$ cat src/rtl/vx_stream_rr_arb_pkg.sv
// rtl/vx_stream_rr_arb_pkg.sv - shared helpers for the stream round-robin arbiter slice
package vx_stream_rr_arb_pkg;

    // Index width for n entries; never below one bit so N=1 still has a sel field.
    function automatic int log2up(input int n);
        return (n > 1) ? $clog2(n) : 1;
    endfunction

endpackage

$ cat src/rtl/vx_mux.sv
// rtl/vx_mux.sv - N:1 data mux over a flat payload bus
//
// Purpose: steer one DATAW slice of data_in to data_out.
// Ports:
//   data_in  [N*DATAW] concatenated payloads, entry i at bits i*DATAW +: DATAW
//   sel      [LN]      entry index; out-of-range selects zero
//   data_out [DATAW]   selected payload
module vx_mux
    import vx_stream_rr_arb_pkg::*;
#(
    parameter int DATAW = 32,
    parameter int N     = 4,
    localparam int LN   = log2up(N)
) (
    input  logic [N*DATAW-1:0] data_in,
    input  logic [LN-1:0]      sel,
    output logic [DATAW-1:0]   data_out
);

    always_comb begin
        data_out = '0;
        for (int i = 0; i < N; i++) begin
            if (sel == LN'(i)) begin
                data_out = data_in[i*DATAW +: DATAW];
            end
        end
    end

endmodule

$ cat src/rtl/vx_rr_grant.sv
// rtl/vx_rr_grant.sv - combinational round-robin grant picker
//
// Purpose: pick the first set bit of valid_in scanning from ptr upward with wrap.
// Ports:
//   valid_in    [N]  requester valids
//   ptr         [LN] highest-priority index this cycle
//   grant       [LN] chosen index (0 when nothing is valid)
//   grant_valid      any requester valid
module vx_rr_grant #(
    parameter int N  = 4,
    parameter int LN = 2
) (
    input  logic [N-1:0]  valid_in,
    input  logic [LN-1:0] ptr,
    output logic [LN-1:0] grant,
    output logic          grant_valid
);

    // Scan a virtual 2N-wide copy of valid_in; entries below ptr in the lower
    // copy are masked off, so the upper copy supplies the wrapped-around part.
    always_comb begin
        grant       = '0;
        grant_valid = 1'b0;
        for (int j = 0; j < 2 * N; j++) begin
            if (!grant_valid && valid_in[j % N] && (j >= int'(ptr))) begin
                grant       = LN'(j % N);
                grant_valid = 1'b1;
            end
        end
    end

endmodule

$ cat src/rtl/vx_stream_rr_arb.sv
// rtl/vx_stream_rr_arb.sv - N-input round-robin valid/ready stream arbiter
//
// Purpose: share one downstream consumer among N producers with round-robin
// fairness, a single registered output stage and the winning index on sel_out.
// Ports:
//   clk, reset            clock; asynchronous active-high reset
//   valid_in  [N]         per-requester valid
//   data_in   [N*DATAW]   per-requester payload, entry i at bits i*DATAW +: DATAW
//   ready_in  [N]         per-requester accept, one-hot or zero
//   valid_out             output stage full
//   data_out  [DATAW]     registered payload
//   sel_out   [LN]        registered index of the requester behind data_out
//   ready_out             downstream accept
module vx_stream_rr_arb
    import vx_stream_rr_arb_pkg::*;
#(
    parameter int N     = 4,
    parameter int DATAW = 32,
    localparam int LN   = log2up(N)
) (
    input  logic               clk,
    input  logic               reset,
    input  logic [N-1:0]       valid_in,
    input  logic [N*DATAW-1:0] data_in,
    output logic [N-1:0]       ready_in,
    output logic               valid_out,
    output logic [DATAW-1:0]   data_out,
    output logic [LN-1:0]      sel_out,
    input  logic               ready_out
);

    logic             stage_ready;
    logic             in_fire;
    logic [LN-1:0]    grant;
    logic [DATAW-1:0] grant_data;

    // Stage can take a new item when empty or when it drains this cycle.
    assign stage_ready = ~valid_out | ready_out;
    assign in_fire     = |(valid_in & ready_in);

    generate
        if (N == 1) begin : g_single
            // Single requester: no arbitration and no pointer to keep.
            assign grant    = '0;
            assign ready_in = stage_ready & ~reset;
        end else begin : g_multi
            logic [LN-1:0] ptr;
            logic          grant_valid;

            vx_rr_grant #(
                .N  (N),
                .LN (LN)
            ) u_grant (
                .valid_in    (valid_in),
                .ptr         (ptr),
                .grant       (grant),
                .grant_valid (grant_valid)
            );

            always_comb begin
                ready_in = '0;
                for (int i = 0; i < N; i++) begin
                    if (grant == LN'(i)) begin
                        ready_in[i] = stage_ready & grant_valid & ~reset;
                    end
                end
            end

            // Wrap is an explicit compare so non-power-of-two N never lands on
            // an index with no requester behind it.
            always_ff @(posedge clk or posedge reset) begin
                if (reset) begin
                    ptr <= '0;
                end else if (in_fire) begin
                    ptr <= (grant == LN'(N - 1)) ? '0 : grant + 1'b1;
                end
            end
        end
    endgenerate

    vx_mux #(
        .DATAW (DATAW),
        .N     (N)
    ) u_mux (
        .data_in  (data_in),
        .sel      (grant),
        .data_out (grant_data)
    );

    // Output stage: load on a grant transfer, empty on a drain with no refill,
    // otherwise hold data/sel steady.
    always_ff @(posedge clk or posedge reset) begin
        if (reset) begin
            valid_out <= 1'b0;
            data_out  <= '0;
            sel_out   <= '0;
        end else if (in_fire) begin
            valid_out <= 1'b1;
            data_out  <= grant_data;
            sel_out   <= grant;
        end else if (ready_out) begin
            valid_out <= 1'b0;
        end
    end

endmodule
$ cat config.mk
export PLATFORM = sky130hd
export DESIGN_NAME = vx_stream_rr_arb
export DESIGN_NICKNAME = d
export VERILOG_FILES = /design/src/rtl/vx_stream_rr_arb_pkg.sv /design/src/rtl/vx_mux.sv /design/src/rtl/vx_rr_grant.sv /design/src/rtl/vx_stream_rr_arb.sv
export SDC_FILE = /design/constraint.sdc
export NUM_CORES = 1
export LEC_CHECK = 0
export ABC_AREA = 1
export CAP_MARGIN = 20
export CORE_MARGIN = 2
export CORE_UTILIZATION = 35
export CTS_CLUSTER_SIZE = 20
export DETAILED_ROUTE_END_ITERATION = 7
export PLACE_DENSITY = 0.77
export SKIP_LAST_GASP = 1
export SYNTH_ARGS = -nofsm -noshare
export SYNTH_HDL_FRONTEND = slang
export SYNTH_SLANG_ARGS = --single-unit
$ cat constraint.sdc
create_clock -name clk -period 7.5 [get_ports clk]
set_input_delay 2.25 -clock clk [delete_from_list [all_inputs] [get_ports clk]]
set_output_delay 2.25 -clock clk [all_outputs]
set_load 0.01 [all_outputs]
Word level (Yosys, flattened, before mapping)

Index checks and enable logic that the tools add are counted.

Register bits after elaboration: 37
Bits in latches: 0
Memory bits (writable): 0
Bits in read-only memories: 0
Bits of input ports: 135
Output and inout bits: 39
Logic and storage cells: 63
Memories: 0

Add/sub/neg operators: 1
Multipliers: 0
Div/mod/pow operators: 0
Magnitude comparators: 3
Equal/unequal tests: 3
Shifts and indexed selects: 0
Muxes and demuxes: 26
Bitwise gates (word level): 6
Reductions and logical operators: 20

Operator list:

| operator              | count |
|---|---|
| $mux W32              | 4 |
| $mux W1               | 15 |
| $mux W2               | 7 |
| $logic_and A1 B1 Y1   | 10 |
| $logic_not A1 Y1      | 7 |
| $and A4 B4 Y4         | 1 |
| $eq A2 B2 Y1 const B  | 2 |
| $ge A1 B2 Y1 const A  | 2 |
| $reduce_or A4 Y1      | 1 |
| $add A2 B1 Y2 const B | 1 |
| $and A1 B1 Y1         | 2 |
| $eq A2 B1 Y1 const B  | 1 |
| $ge A2 B2 Y1 const A  | 1 |
| $logic_not A2 Y1      | 1 |
| $not A1 Y1            | 2 |
| $reduce_bool A2 Y1    | 1 |
| $or A1 B1 Y1          | 1 |

Depth between registers and ports, before layout

Gate-level depths: netlist of run 1.

Word-level depth: 32
Mapped depth: 17
Depth with buffers taken out: 15

Hierarchy

From an unflattened synthesis of run 1, not the netlist that was laid out.

Cells, all modules: 390
Area, all modules: 2740.1 um^2

Modules (own cells, without submodules):

| module           | instances | cells an instance | area an instance (um^2) | seq. area each (um^2) |
|---|---|---|---|---|
| vx_stream_rr_arb | 1         | 183               | 1680.4                  | 925.9 |
| vx_mux           | 1         | 186               | 968.4                   | 0.0 |
| vx_rr_grant      | 1         | 21                | 91.3                    | 0.0 |

Worst setup path after synthesis of run 1

Ideal clock, no wire load.

Path type: input port to output port
Start point: in valid_in[1]
End point: out ready_in[2]
Data arrival time: 3.828 ns
Data required time: 5.250 ns
Path slack: 1.422 ns
Stages: 11
Path buffers: 2
Path through: nand2_1 > nand2_1 > nor2_4 > nand2_1 > o21ai_0 > inv_1 > ha_1 > clkbuf_1 > inv_1 > buf_1 > nor2_1

Cells in the longest elaborated chain, start to end: 25
Elaborated cells on any way between the ends: 33
Those cells by class: 1 x eq/ne; 15 x mux; 2 x bitwise; 15 x reduce/logical

Ends and longest elaborated chain:

| item                             | RTL line               | RTL |
|---|---|---|
| from (decl)                      | vx_stream_rr_arb.sv:23 | `input logic [N-1:0] valid_in,` |
| $logic_and A1 B1 Y1 (2 in a row) | vx_rr_grant.sv:25      | `if (!grant_valid && valid_in[j % N] && (j >= int'(ptr))) begin` |
| $mux W1                          | vx_rr_grant.sv:25      |  |
| $logic_not A1 Y1                 | vx_rr_grant.sv:25      |  |
| $logic_and A1 B1 Y1 (2 in a row) | vx_rr_grant.sv:25      |  |
| $mux W1                          | vx_rr_grant.sv:25      |  |
| $logic_not A1 Y1                 | vx_rr_grant.sv:25      |  |
| $logic_and A1 B1 Y1              | vx_rr_grant.sv:25      |  |
| $mux W1                          | vx_rr_grant.sv:25      |  |
| [6 not listed]                   | n/a                    |  |
| $logic_not A1 Y1                 | vx_rr_grant.sv:25      |  |
| $logic_and A1 B1 Y1              | vx_rr_grant.sv:25      |  |
| $mux W1                          | vx_rr_grant.sv:25      |  |
| $logic_not A1 Y1                 | vx_rr_grant.sv:25      |  |
| $logic_and A1 B1 Y1              | vx_rr_grant.sv:25      |  |
| $mux W1                          | vx_rr_grant.sv:25      |  |
| $and A1 B1 Y1 (2 in a row)       | vx_stream_rr_arb.sv:64 | `ready_in[i] = stage_ready & grant_valid & ~reset;` |
| $mux W1 (*)                      | vx_stream_rr_arb.sv:63 | `if (grant == LN'(i)) begin` |
| to (decl)                        | vx_stream_rr_arb.sv:25 | `output logic [N-1:0] ready_in,` |

Mark *: on every way between the ends. The rest lies on a longest branch, timed or not.

Worst setup path after layout of run 1

Start point: in valid_in[0]
End point: out ready_in[2]

Cells in the longest elaborated chain, start to end: 28
Elaborated cells on any way between the ends: 36
Those cells by class: 1 x eq/ne; 16 x mux; 2 x bitwise; 17 x reduce/logical

Ends and longest elaborated chain:

| item                             | RTL line |
|---|---|
| $logic_and A1 B1 Y1              | vx_rr_grant.sv:25 |
| $mux W1                          | vx_rr_grant.sv:25 |
| $logic_not A1 Y1                 | vx_rr_grant.sv:25 |
| $logic_and A1 B1 Y1 (2 in a row) | vx_rr_grant.sv:25 |
| $mux W1                          | vx_rr_grant.sv:25 |
| $logic_not A1 Y1                 | vx_rr_grant.sv:25 |
| $logic_and A1 B1 Y1 (2 in a row) | vx_rr_grant.sv:25 |
| $mux W1                          | vx_rr_grant.sv:25 |
| [9 not listed]                   | n/a |
| $logic_not A1 Y1                 | vx_rr_grant.sv:25 |
| $logic_and A1 B1 Y1              | vx_rr_grant.sv:25 |
| $mux W1                          | vx_rr_grant.sv:25 |
| $logic_not A1 Y1                 | vx_rr_grant.sv:25 |
| $logic_and A1 B1 Y1              | vx_rr_grant.sv:25 |
| $mux W1                          | vx_rr_grant.sv:25 |
| $and A1 B1 Y1 (2 in a row)       | vx_stream_rr_arb.sv:64 |
| $mux W1 (*)                      | vx_stream_rr_arb.sv:63 |

Marked as above.

==> flow_metrics.py, run 1 <==
metrics = {
    "outcome": {
        "outcome": "completed",
    },
    "clocking": {
        "clkTransAtPathRegs_ps": 70,
        "clk_path_buf_depth": 2,
        "ctsResizeCount": 0,
        "clockRootBuffer": "clkbuf_8",
        "clock-sinks": 37,
        "cts_buffers": 5,
        "post_cts_buffers": 0,
        "clock_latency_ps": 290,
        "cts_hold_buffers": 0,
        "htree_levels": 2,
        "cts_tree": "built",
    },
    "global_route": {
        "grt_pass1_wl_um": 16900,
        "grt-ovfl-total": 0,
        "grt_max_degree": 38,
        "grt_pass1_vias": 3511,
        "grt_usage": 0.242,
        "antenna_found_initial": 0,
    },
    "synth": {
        "yosysWarningCount": 0,
        "synth_fp_nets": 594,
        "ys_seq_area_frac": 0.327,
        "ys_ff_latch": 37,
        "ys_types": 23,
        "syn_inst": 456,
        "synth.avg_cell_area_um2": 6.21,
        "synth_area_um2": 2830,
    },
    "floorplan": {
        "die_w_um": 94.0,
        "ioPinCount": 174,
        "die_area_um2": 8830,
        "start_util": 0.365,
        "core_area_um2": 7770,
        "row_count": 32,
        "dieHeight_um": 94.0,
    },
    "timing": {
        "finalHoldViolations": 0,
        "clock_skew_ps": 9.46,
        "finalSetupTns_ps": 0,
        "setup_viol": 0,
        "rsz0062_at_grt": "no",
        "maxSlewHeadroom": 0.616,
        "tightestPinTransition_ps": 576,
        "clock.fmax_mhz": 149,
        "finalCritPeriodShare": 0.893,
        "drv_slew": 0,
        "min_period_ps": 6700,
        "holdWs_ps": 481,
    },
    "routing": {
        "wl_um": 10500,
        "vias": 3538,
        "wire_per_inst_um": 14.7,
        "vias_per_cell": 4.96,
        "dr.pass1.iters": 5,
        "drtAntennaViolNets": 0,
        "first_iter_violations": 137,
        "drc": 0,
    },
    "power": {
        "max-vdd-ir-drop_uv": 168,
        "power_density_nw_per_um2": 297,
        "power.total_mw": 1.40,
        "power.leakage_nw": 2.19,
    },
    "finish": {
        "drive_gt1_frac": 0.0588,
        "nets": 749,
        "areaGrowthSynthToFinish_pct": 65.9,
        "antenna_cells": 0,
    },
    "critical_path": {
        "slowest_delay_ps": 470,
        "worst_ep_arrival_time_ps": 4450,
        "crit_type": "primary input to output port",
        "path_cells": "clkdlybuf4s50_1 > nand2_1 > nand2_1 > nor2_4 > nand2_1 > o21ai_0 > inv_1 > ha_1 > inv_1 > nor2_1 > clkdlybuf4s50_1",
        "path_max_fanout": 4,
        "end_kind": "output port",
        "cp_slowest_cell": "clkdlybuf4s50_1",
        "critPathMostFrequentCell": "nand2_1",
        "cp-start-kind": "primary input",
        "crit_required_ps": 5250,
    },
    "flow_run": {
        "drv_cap": 0,
    },
    "placement": {
        "gp_congestion": 0.817,
        "io_buffer_count": 173,
        "hpwl_um": 7270,
    },
    "min_path": {
        "hold_path_class": "flop to flop",
    },
}
-- flip-flops by register name (all words and copies together) (netlist names) --
signal and count:
data_out 32, g_multi.ptr 2, sel_out 2, valid_out 1
-- worst max-delay path: cells and delay by family --
family                     cells  cell delay [ps]
AOI/OAI and AO/OA              1              290
adders and majority gates      1              240
buffers and inverters          4             1150
and+or+nand+nor                5              520
-- cells by family (layout without fill, tap and decap cells) --
| group | Yosys count | in the layout | synth area share |
|---|---|---|---|
| buffers and inverters | 50 | 206 | 0.0773 |
| and+or+nand+nor | 263 | 263 | 0.401 |
| AOI/OAI and AO/OA | 103 | 103 | 0.182 |
| DFF | 37 | 37 | 0.327 |
| adders and majority gates | 3 | 3 | 0.0132 |
-- cells in the mapped netlist (all sizes together) --
master	n	area, µm²
nand2	183	729
ha	3	37.5
nand4	3	25.0
a21oi	64	320
o21ai	39	195
buf	20	106
inv	16	60.1
nor2	42	189
clkinv	1	3.75
dfrtp	37	926
nand3	35	193
clkbuf	13	48.8
-- power by group --
part	total, mW	switching, mW	leakage [nW]	internal [mW]
logic	0.922	0.510	1.68	0.413
clock network	0.136	0.0718	0.0450	0.0645
registers	0.338	0.0519	0.472	0.286
-- per-stage QoR --
step	setup WS (ps)	std cells	area, µm²	utilization
CTS	813	713	4670	0.602
global placement	916	705	4590	0.591
detailed placement	815	705	4590	0.591
finish	804	714	4700	0.605
global route	676	714	4700	0.605
floorplan	1420	456	2830	-
-- path summary, 6_finish.rpt --
check,endpoint,slack (ps),depth (start not counted),start
hold reg to reg,data_out[1]$_DFFE_PP0P_,480,2,data_out[1]$_DFFE_PP0P_
max in group asynchronous,data_out[8]$_DFFE_PP0P_,4740,3,reset
setup reg to reg,valid_out$_DFFE_PP0P_,4360,13,g_multi.ptr[0]$_DFFE_PP0P_
min in group asynchronous,valid_out$_DFFE_PP0P_,2410,3,reset
setup / recovery,ready_in[2],800,11,valid_in[0]
hold / removal,data_out[1]$_DFFE_PP0P_,480,2,data_out[1]$_DFFE_PP0P_
-- final cells by class --
cell class / instances / area, µm²
Tap cell: 102 / 128
Clock inverter: 2 / 10.0
Inverter: 17 / 63.8
Sequential cell: 37 / 926
Fill cell: 758 / 3070
Multi-Input combinational cell: 369 / 1690
Clock buffer: 6 / 72.6
Timing Repair Buffer: 181 / 1810
-- metal layers --
metal,global-route usage,vias up,share of wire
met2,0.429,152,0.49
met5,0,-,0
met1,0.282,1588,0.40
met3,0.0706,19,0.087
met4,0.0688,0,0.021
li1,-,1779,-
-- placed cells by master (no fill, tap or decap) --
cell type and count:
buf_4 7, clkinv_2 2, dfrtp_1 37, nand2_1 170, nand3_1 33, a21oi_1 64
o21ai_1 13, nor2_4 2, nand3_4 1, nand2_2 11, nor2_1 39, nor2_8 1
clkdlybuf4s50_1 173, nand4_2 1, nand3_2 1, buf_16 1, clkinv_1 2, clkbuf_8 5
inv_1 13, nand2_4 2, ha_1 3, o21ai_0 26, inv_2 2, clkbuf_1 1
nand4_1 2
Power figures use the tool's default switching activity.
==> inputs of run 2 (changes only) <==
--- a/config.mk
+++ b/config.mk
@@ -6,12 +6,15 @@
 export NUM_CORES = 1
 export LEC_CHECK = 0
 export ABC_AREA = 1
+export ABC_CLOCK_PERIOD_IN_PS = 7500
 export CAP_MARGIN = 20
+export CELL_PAD_IN_SITES_DETAIL_PLACEMENT = 0
+export CELL_PAD_IN_SITES_GLOBAL_PLACEMENT = 1
 export CORE_MARGIN = 2
-export CORE_UTILIZATION = 35
+export CORE_UTILIZATION = 26
 export CTS_CLUSTER_SIZE = 20
 export DETAILED_ROUTE_END_ITERATION = 7
-export PLACE_DENSITY = 0.77
+export PLACE_DENSITY_LB_ADDON = 0.1
 export SKIP_LAST_GASP = 1
 export SYNTH_ARGS = -nofsm -noshare
 export SYNTH_HDL_FRONTEND = slang
==> flow_metrics.py, run 2 (same netlist as run 1, synthesis figures left out) <==
metrics = {
    "clocking": {
        "clk_path_buf_depth": 2,
        "cts_tree": "built",
        "cts_buffers": 5,
        "clockRootBuffer": "clkbuf_8",
        "clkTransAtPathRegs_ps": 70,
        "cts_hold_buffers": 0,
        "ctsResizeCount": 0,
        "post_cts_buffers": 0,
        "clock_latency_ps": 290,
        "htree_levels": 2,
        "clock-sinks": 37,
    },
    "global_route": {
        "antenna_found_initial": 0,
        "grt_pass1_wl_um": 18200,
        "grt_pass1_vias": 3662,
        "grt_usage": 0.195,
        "grt_max_degree": 38,
        "grt-ovfl-total": 0,
    },
    "floorplan": {
        "die_w_um": 108,
        "ioPinCount": 174,
        "core_area_um2": 10700,
        "row_count": 38,
        "dieHeight_um": 108,
        "start_util": 0.264,
        "die_area_um2": 11800,
    },
    "finish": {
        "areaGrowthSynthToFinish_pct": 67.9,
        "antenna_cells": 0,
        "largest_registers": "data_out x32, g_multi.ptr x2, sel_out x2",
        "fillers": 1139,
        "layout_common_cells": "173 x clkdlybuf4s50_1, 170 x nand2_1, 64 x a21oi_1",
        "drive_gt1_frac": 0.0606,
        "nets": 748,
        "layout_commonest_cell": "clkdlybuf4s50_1",
        "largest-register": "data_out",
        "largest_register_ffs": 32,
        "final_util": 0.443,
    },
    "routing": {
        "drc": 0,
        "dr.pass1.iters": 4,
        "vias": 3526,
        "drtAntennaViolNets": 0,
        "first_iter_violations": 187,
        "wl_um": 11200,
        "vias_per_cell": 4.70,
        "wire_per_inst_um": 14.9,
    },
    "power": {
        "max-vdd-ir-drop_uv": 164,
        "p_comb_frac": 0.655,
        "power_density_nw_per_um2": 300,
        "p_seq_frac": 0.235,
        "power.leakage_nw": 2.20,
        "p_sw_mw": 0.645,
        "switching_share": 0.452,
        "pwr-share-clk": 0.110,
        "power.internal_mw": 0.781,
        "power.total_mw": 1.43,
    },
    "placement": {
        "hpwl_um": 7600,
        "gp_congestion": 0.741,
        "dp_slack_ps": 789,
        "io_buffer_count": 173,
    },
    "min_path": {
        "hold_path_class": "flop to flop",
    },
    "timing": {
        "maxSlewHeadroom": 0.437,
        "min_period_ps": 6750,
        "rsz0062_at_grt": "no",
        "clock.fmax_mhz": 148,
        "tightestPinTransition_ps": 843,
        "drv_slew": 0,
        "setup_viol": 0,
        "fin_ws_ps": 754,
        "finalCritPeriodShare": 0.899,
        "clock_skew_ps": 7.01,
        "holdWs_ps": 483,
        "finalSetupTns_ps": 0,
        "finalHoldViolations": 0,
    },
    "critical_path": {
        "crit_type": "primary input to output port",
        "worst_ep_arrival_time_ps": 4500,
        "end_kind": "output port",
        "cp-start-kind": "primary input",
        "path_max_fanout": 4,
        "crit_required_ps": 5250,
    },
    "flow_run": {
        "drv_cap": 0,
    },
    "outcome": {
        "outcome": "completed",
    },
}
run 2: changes by cell type in the layout (fill, tap and decap cells not counted), sizes merged:
cell and delta:
buf -1, clkinv -2, inv +1, clkbuf +1
run 2: metal layers:
layer | part of all wire | vias to the layer above | track usage | wire (µm)
met5 | 0 | - | 0 | 0
met1 | 0.44 | 1636 | 0.241 | 4910
met3 | 0.068 | 11 | 0.0416 | 756
li1 | - | 1778 | - | -
met2 | 0.48 | 101 | 0.344 | 5390
met4 | 0.011 | 0 | 0.0504 | 121
run 2: critical path, stage by stage:
cell and delay (ps):
clkdlybuf4s50_1 480, nand2_1 120, nand2_1 110, nor2_4 150, nand2_1 60, o21ai_0 350
inv_1 140, ha_1 240, inv_1 70, nor2_1 50, clkdlybuf4s50_1 470
run 2: final cells by class:
class                   count  area (µm²)  area share
clock inverters             1        5.00     0.00105
multi-input cells         369        1690       0.355
inverters                  17        63.8      0.0134
repair buffers            180        1800       0.379
clock buffers               7        96.3      0.0202
well taps                 140         175      0.0368
flip-flops and latches     37         926       0.195
run 2: stage by stage:
step / cell area, µm² / instances
floorplan: 2830 / 456
detailed placement: 4660 / 743
CTS: 4760 / 751
global placement: 4630 / 742
finish: 4760 / 751
global route: 4760 / 751
run 2: path summary, 6_finish.rpt:
path	startpoint	endpoint	slack (ps)	cells after the start
setup / recovery	valid_in[0]	ready_in[2]	750	11
hold / removal	data_out[1]$_DFFE_PP0P_	data_out[1]$_DFFE_PP0P_	480	2
setup reg to reg	g_multi.ptr[0]$_DFFE_PP0P_	valid_out$_DFFE_PP0P_	4230	13
hold reg to reg	data_out[1]$_DFFE_PP0P_	data_out[1]$_DFFE_PP0P_	480	2
max in group asynchronous	reset	sel_out[0]$_DFFE_PP0P_	4490	2
min in group asynchronous	reset	valid_out$_DFFE_PP0P_	2480	2
run 2: power groups by stage:
stage               logic (mW)  registers (mW)  clock network [mW]
floorplan                0.519           0.373                   0
global placement         0.939           0.335                   0
detailed placement       0.947           0.338                   0
CTS                      0.952           0.335               0.162
global route              1.07           0.345               0.169
finish                   0.935           0.335               0.156
